$ cat src/rtl/regfile_wr_demux.sv
// -----------------------------------------------------------------------------
// regfile_wr_demux
//
// Register file for a single-cycle MIPS datapath. It is built around a
// 1-to-2**ADDR_W write demultiplexer. The write address decodes into a
// one-hot enable, and that enable steers the write-back data into exactly
// one register. Two combinational read ports feed the ALU operands.
// Register $0 has no storage and always reads as zero. An optional bypass
// forwards a same-cycle write to any read port that addresses the register
// being written.
//
// Ports:
//   clk        in   system clock, rising-edge active
//   rst_n      in   asynchronous active-low reset (clears regs 1..N-1, wr_onehot)
//   we         in   register write enable
//   waddr      in   destination register address
//   wdata      in   write-back data
//   raddr1     in   read port 1 address (rs)
//   raddr2     in   read port 2 address (rt)
//   rdata1     out  read port 1 data (combinational)
//   rdata2     out  read port 2 data (combinational)
//   wr_onehot  out  registered one-hot image of the last accepted write
// -----------------------------------------------------------------------------
module regfile_wr_demux #(
    parameter int DATA_W = 32,
    parameter int ADDR_W = 5,
    parameter int BYPASS = 1
) (
    input  logic                 clk,
    input  logic                 rst_n,
    input  logic                 we,
    input  logic [ADDR_W-1:0]    waddr,
    input  logic [DATA_W-1:0]    wdata,
    input  logic [ADDR_W-1:0]    raddr1,
    input  logic [ADDR_W-1:0]    raddr2,
    output logic [DATA_W-1:0]    rdata1,
    output logic [DATA_W-1:0]    rdata2,
    output logic [2**ADDR_W-1:0] wr_onehot
);

    localparam int NREG = 2**ADDR_W;

    // Storage exists only for registers 1..NREG-1; $0 is synthesised as a constant.
    logic [DATA_W-1:0] regs_q [1:NREG-1];
    logic [NREG-1:0]   wr_onehot_q;
    logic [NREG-1:0]   wr_onehot_d;

    // Write demux: at most one bit set. Bit 0 is never set, so writes to $0
    // are dropped and also leave the debug image all-zero.
    always_comb begin
        // NOTE: default-assign every always_comb output first so no path
        // leaves it unassigned, which would otherwise infer a latch.
        wr_onehot_d = '0;
        for (int i = 1; i < NREG; i++) begin
            if (we && (waddr == ADDR_W'(i))) begin
                wr_onehot_d[i] = 1'b1;
            end
        end
    end

    // NOTE: the register array is reset here because reads must return 0
    // after reset. Plain RAM-style arrays are normally left unreset, but this
    // one is a flop array.
    always_ff @(posedge clk or negedge rst_n) begin
        if (!rst_n) begin
            for (int i = 1; i < NREG; i++) begin
                regs_q[i] <= '0;
            end
            wr_onehot_q <= '0;
        end else begin
            // NOTE: use non-blocking assignments for all state so every
            // register samples pre-edge values, whatever the statement order.
            wr_onehot_q <= wr_onehot_d;
            for (int i = 1; i < NREG; i++) begin
                if (wr_onehot_d[i]) begin
                    regs_q[i] <= wdata;
                end
            end
        end
    end

    // Read mux. Address 0 falls through to the zero default. With bypass
    // enabled, a matching write is forwarded to the port (write-first). The
    // forward is gated by addr != 0 so that $0 stays zero even under bypass.
    function automatic logic [DATA_W-1:0] read_port(input logic [ADDR_W-1:0] addr);
        logic [DATA_W-1:0] val;
        val = '0;
        for (int i = 1; i < NREG; i++) begin
            if (addr == ADDR_W'(i)) begin
                val = regs_q[i];
            end
        end
        if ((BYPASS != 0) && we && (waddr == addr) && (addr != '0)) begin
            val = wdata;
        end
        return val;
    endfunction

    always_comb begin
        rdata1 = read_port(raddr1);
        rdata2 = read_port(raddr2);
    end

    assign wr_onehot = wr_onehot_q;

endmodule

$ cat config.mk
export PLATFORM = sky130hd
export DESIGN_NAME = regfile_wr_demux
export DESIGN_NICKNAME = d
export VERILOG_FILES = /design/src/rtl/regfile_wr_demux.sv
export SDC_FILE = /design/constraint.sdc
export NUM_CORES = 2
export LEC_CHECK = 0
export CORE_MARGIN = 5
export CORE_UTILIZATION = 45
export DETAILED_ROUTE_END_ITERATION = 6
export PLACE_DENSITY = 0.66
export SLEW_MARGIN = 20
export SYNTH_ARGS = -nofsm -noshare
export SYNTH_HDL_FRONTEND = slang
export SYNTH_SLANG_ARGS = --single-unit
$ cat constraint.sdc
create_clock -name clk -period 6 [get_ports clk]
set_clock_uncertainty 0.2 [all_clocks]
set_input_delay 0.6 -clock clk [delete_from_list [all_inputs] [get_ports clk]]
set_output_delay 0.6 -clock clk [all_outputs]
set_load 0.01 [all_outputs]
== Yosys cells after proc, flatten, opt, wreduce, memory -nomap -nowiden ==
Cells that the tools add are included.

* Word-level logic and storage cells: 259
* Bits in registers: 1023
* Output and inout bits: 96

* Equal/unequal tests: 95
* Reductions and logical operators: 37
* Multiplexer cells: 95

{| class="wikitable"
|+ Operator list
! operator !! count
|-
| $mux W32 || 64
|-
| $eq A5 B5 Y1 const B || 48
|-
| $eq A5 B4 Y1 const B || 24
|-
| $eq A5 B3 Y1 const B || 12
|-
| $logic_and A1 B1 Y1 || 35
|-
| $mux W1 || 31
|-
| $eq A5 B2 Y1 const B || 6
|-
| $eq A5 B1 Y1 const B || 3
|-
| $eq A5 B5 Y1 || 2
|-
| $reduce_bool A5 Y1 || 2
|}

== Depth between registers and ports, before layout ==
* Depth in word-level cells: 33
* Gate-level depth with buffers: 12

== Least setup slack after synthesis ==
OpenSTA, ideal clock, no wires.

* Kind: input -> output
* Start: in raddr1[3]
* End: out rdata1[26]
* Stages on the path: 7
* Arrival time: 2.486 ns
* Path slack: 2.714 ns
* Path through: buf_2 nand3b_2 nor2_1 a221o_1 nor3_1 or4_1 o31ai_1

* Longest elaborated chain between the ends: 33
* Elaborated cells on any way between the ends: 67
* Those cells by class: eq/ne: 32; mux: 32; reduce/logical: 3

{| class="wikitable"
|+ RTL lines
! element !! line !! source
|-
| from (decl) || 34 || <nowiki>input logic [ADDR_W-1:0] raddr1,</nowiki>
|-
| $eq A5 B1 Y1 || 89 || <nowiki>if (addr == ADDR_W'(i)) begin</nowiki>
|-
| $mux W32 (31 in series) || 89 ||
|-
| $mux W32 * || 93 || <nowiki>if ((BYPASS != 0) && we && (waddr == addr) && (addr != '0)) begin</nowiki>
|-
| to (decl) || 36 || <nowiki>output logic [DATA_W-1:0] rdata1,</nowiki>
|}

Every way passes the cells marked *; elsewhere a longest branch is shown, timed or not.

== Worst setup path after layout ==
* Start: in raddr1[2]
* End: out rdata1[29]

Same word-level chain as after synthesis.

==> tab_implementation.tex <==
\begin{tabular}{lr}
\hline
Metric & Value \\
\hline
\multicolumn{2}{l}{\textbf{Cells and area}} \\
Final cell utilization of the core & between 50\% and 60\% \\
Syn-to-layout area delta & 15.7\% \\
Number of nets in the final layout & $\sim$6800 \\
Share of cells above drive strength 1 & between 20\% and 30\% \\
Number of fill cells & $\sim$12000 \\
\multicolumn{2}{l}{\textbf{Floorplan}} \\
Width of the chip & roughly 370 µm \\
Io pins & 146 \\
Area of the placeable core & $\sim$130000 µm² \\
Overall die area & 138000 µm² \\
Number of placement rows & between 100 and 150 \\
Initial Utilization & between 40\% and 50\% \\
Overall die height & around 370 µm \\
\multicolumn{2}{l}{\textbf{Critical path}} \\
Worst Setup EP & rdata1[29] \\
Critical path data required time & 5.20 ns \\
Worst setup EP type & output pin \\
First element of the critical path & raddr1[2] \\
Maximum fanout along the worst path & 47 \\
FF-to-FF setup slack & 4.79 ns \\
Critical path class & in2out \\
Critical register-to-register path startpoint & regs\_q[350]\$\_DFFE\_PN0P\_ \\
Data arrival, critical path & around 5.3 ns \\
Startpoint types & input pin \\
Capture instance of the worst register-to-register path & regs\_q[350]\$\_DFFE\_PN0P\_ \\
Worst Reg2Reg Path Length in Cells & 1 \\
\multicolumn{2}{l}{\textbf{GRT}} \\
Vias in the first global route & between 50000 and 60000 \\
Antenna violations before repair & 32 \\
First-pass GRT wire length & around 460 mm \\
Maximum number of pins on one net before global-route repair & 144 \\
Remaining global-route overflow & 0 \\
Overall fraction of global-route tracks in use & a little under half \\
\multicolumn{2}{l}{\textbf{STA}} \\
Post-layout minimum cycle time & 6.05 ns \\
RSZ-0062 raised after global routing & no \\
Final period utilization & 101\% \\
Upper clock frequency limit & around 0.17 GHz \\
Number of failing setup endpoints in the final timing report & 1 \\
Pin slew with the least headroom to its limit & 1.27 ns \\
Hold violation count in the final report & 0 \\
Final Max Slew Viols & 0 \\
Final Worst Setup Slack & -0.0469 ns \\
Worst slew margin relative to its limit & roughly 15\% \\
\multicolumn{2}{l}{\textbf{Route}} \\
Post-route DRC violation count & 0 \\
Number of detailed-route iterations in the first pass & 7 \\
ANT nets after route & 0 \\
Routed wirelength normalized by instance count & 39.5 µm \\
Routed WL & around 340 mm \\
Drt via density & 7.24 \\
Via Count & about 62000 \\
Number of violations reported at the end of detailed-routing iteration 0 & roughly 13000 \\
\multicolumn{2}{l}{\textbf{Place}} \\
Post-detailed-placement half-perimeter wirelength & about 240 mm \\
Buffers added on ports & between 100 and 150 \\
Weighted congestion at the end of routability-driven global placement & between 1 and 1.5 \\
\multicolumn{2}{l}{\textbf{Power and ir drop}} \\
Lkg Pwr & between 30 and 40 nW \\
Power density relative to cell area & around 320 nW/µm² \\
Total chip power & 21.8 mW \\
Largest voltage drop on the vdd net & 0.250 mV \\
\multicolumn{2}{l}{\textbf{Clock network}} \\
CTS clk-pin slew, worst paths & roughly 0.060 ns \\
Quantity of gates resized following cts & 0 \\
Post-CTS setup buffer count & 0 \\
Deepest level of the CTS H-tree & 3 \\
Clk sink count & 1023 \\
Clock tree from TritonCTS & done \\
CTS root buffer & clkbuf\_16 \\
Total CTS buffers & approximately 120 \\
Worst skew pair latency & approximately 0.76 ns \\
Number of buffers on the longest clock path & 3 \\
\multicolumn{2}{l}{\textbf{Logic synthesis}} \\
Mean instance size in the synthesized netlist & slightly below 9 µm² \\
Instance count of the mapped netlist & approximately 6600 \\
Most instantiated flip-flop cell in the synthesis netlist & dfrtp\_1 \\
Sequential cell area fraction in the yosys report & around 44\% \\
Number of storage elements in the synthesis netlist & 1023 \\
Post-synth EDFFs & 0 \\
Fraction of registers with async set or reset after synthesis & 100\% \\
Total number of yosys warnings & 0 \\
Number of library cell types mapped by synthesis & 95 \\
Number of nets produced by synthesis & 6643 \\
Combined area of all synthesized cells & $\sim$59000 µm² \\
\multicolumn{2}{l}{\textbf{Worst hold path}} \\
Type of the tightest min-delay check & in2async \\
\multicolumn{2}{l}{\textbf{Run status}} \\
Violated checks & setup timing \\
Status & finished, violations left \\
\multicolumn{2}{l}{\textbf{Job}} \\
Count of max-cap constraint violations & 0 \\
\hline
\end{tabular}
-- layout by cell type (no fill, tap or decap), types with 31 or more instances in the layout --
master	synthesis	layout
o211ai_1	48	48
a31oi_1	65	65
o22ai_1	190	190
mux2i_1	100	100
clkdlybuf4s50_1	0	133
a21oi_1	328	328
o221ai_1	59	59
inv_1	40	36
buf_4	34	444
nand2_1	1624	1624
nand4_1	43	43
buf_12	0	31
nand3_1	99	98
nor2b_1	50	40
mux2_2	579	579
a22oi_1	107	107
clkbuf_16	0	116
a221oi_1	54	54
nand2b_1	46	42
nor3_1	86	83
and3_1	34	34
dfrtp_1	1023	1023
nor2_1	257	242
a211oi_1	49	49
o21ai_0	441	440
nand3b_1	34	34
-- worst min path at each step --
| stage | from | to | slack [ns] | cells after the start |
|---|---|---|---|---|
| 2_1_floorplan | rst_n | regs_q[0]$_DFFE_PN0P_ | 0.10 | 0 |
| 3_3_place_gp | regs_q[233]$_DFFE_PN0P_ | regs_q[233]$_DFFE_PN0P_ | 0.28 | 2 |
| 3_5_place_dp | regs_q[638]$_DFFE_PN0P_ | regs_q[638]$_DFFE_PN0P_ | 0.28 | 2 |
| 4_1_cts | rst_n | regs_q[132]$_DFFE_PN0P_ | 0.27 | 2 |
| 5_1_grt | rst_n | regs_q[4]$_DFFE_PN0P_ | 0.30 | 2 |
| 6_report | rst_n | regs_q[132]$_DFFE_PN0P_ | 0.26 | 2 |
-- routing by layer --
| metal | GRT usage [%] | up-vias | routed length (µm) |
|---|---|---|---|
| met5 | 0.356 | - | 129 |
| met4 | 33.8 | 20 | 32000 |
| met3 | 16.4 | 1432 | 48900 |
| met2 | 65.5 | 5746 | 133000 |
| met1 | 61.9 | 30700 | 123000 |
| li1 | - | 23900 | - |
-- worst max-delay path, stage by stage --
cell             delay [ns]
buf_4                  0.73
nand3_1                0.81
nor2_1                 0.75
buf_4                  0.25
buf_4                  0.22
a21oi_1                0.10
a21oi_1                0.31
a21boi_0               0.70
clkdlybuf4s50_1        0.68
-- state kept, by name (all words and copies together) (netlist names) --
register,cells
regs_q,992
wr_onehot,31
-- timing repair --
item / 4_1_cts / 5_1_grt
hold endpoints to repair: 66 / 0
endpoints found under the setup margin: 0 / 0
hold buffers: 1 / 0
-- per-stage QoR --
step           instance area (µm²)  cells  TNS, ns  hold slack (ns)  worst slack (ns)
2_1_floorplan                58800   6593        0            0.104              2.71
5_1_grt                      68000   8540        0            0.303             0.186
3_5_place_dp                 63800   8323        0            0.285             0.357
4_1_cts                      67900   8534        0            0.273             0.331
3_3_place_gp                 63800   8321        0            0.276             0.128
6_report                     68000   8550  -0.0469            0.261           -0.0469
-- synth_stat cells (28+ instances only) --
| master | n | share of area (%) |
|---|---|---|
| a31oi_1 | 65 | 0.69 |
| o211ai_1 | 48 | 0.61 |
| and3_1 | 34 | 0.36 |
| buf_1 | 55 | 0.35 |
| mux2i_1 | 100 | 1.7 |
| o21ai_0 | 441 | 3.8 |
| nor2_1 | 257 | 1.6 |
| a2bb2oi_1 | 29 | 0.43 |
| clkbuf_1 | 354 | 2.3 |
| nand2_1 | 1624 | 10 |
| o221ai_1 | 59 | 0.88 |
| o31ai_1 | 28 | 0.36 |
| a211oi_1 | 49 | 0.63 |
| a22oi_1 | 107 | 1.4 |
| inv_1 | 40 | 0.26 |
| a21oi_1 | 328 | 2.8 |
| buf_4 | 34 | 0.43 |
| buf_2 | 178 | 1.5 |
| o22ai_1 | 190 | 2.0 |
| nand4_1 | 43 | 0.46 |
| or3_1 | 28 | 0.30 |
| dfrtp_1 | 1023 | 44 |
| nor3_1 | 86 | 0.73 |
| nand3_1 | 99 | 0.84 |
| nand2b_1 | 46 | 0.49 |
| mux2_2 | 579 | 11 |
| nor2b_1 | 50 | 0.53 |
| nand3b_1 | 34 | 0.43 |
| a221oi_1 | 54 | 0.80 |
-- logic make-up after synthesis --
group,after synthesis,synth area share (%)
AND/OR/NAND/NOR,2461,18.5
XOR/XNOR,8,0.119
multiplexers,693,13.3
adder cells (fa/ha/maj),1,0.0170
buffers and inverters,675,4.97
flip-flops,1023,43.6
other,1,0.00638
AO/OA/AOI/OAI,1731,19.4
-- power by group --
part	switching, mW	internal, mW	leakage, nW
Clock	3.26	4.65	1.99
Combinational	2.57	1.71	15.3
Sequential	1.46	8.19	13.2
-- layout make-up --
class                      instances  area (µm²)  share of cell area, %
antenna                           14        35.0                 0.0515
clock buffer                     146        3150                   4.63
clock inverter                    64         960                   1.41
inverter                          49         184                  0.271
multi-input combinational       4895       30500                   44.9
sequential                      1023       25600                   37.7
tap                             1742        2180                   3.21
timing repair buffer             617        5380                   7.91
Power figures use the tool's default switching activity.
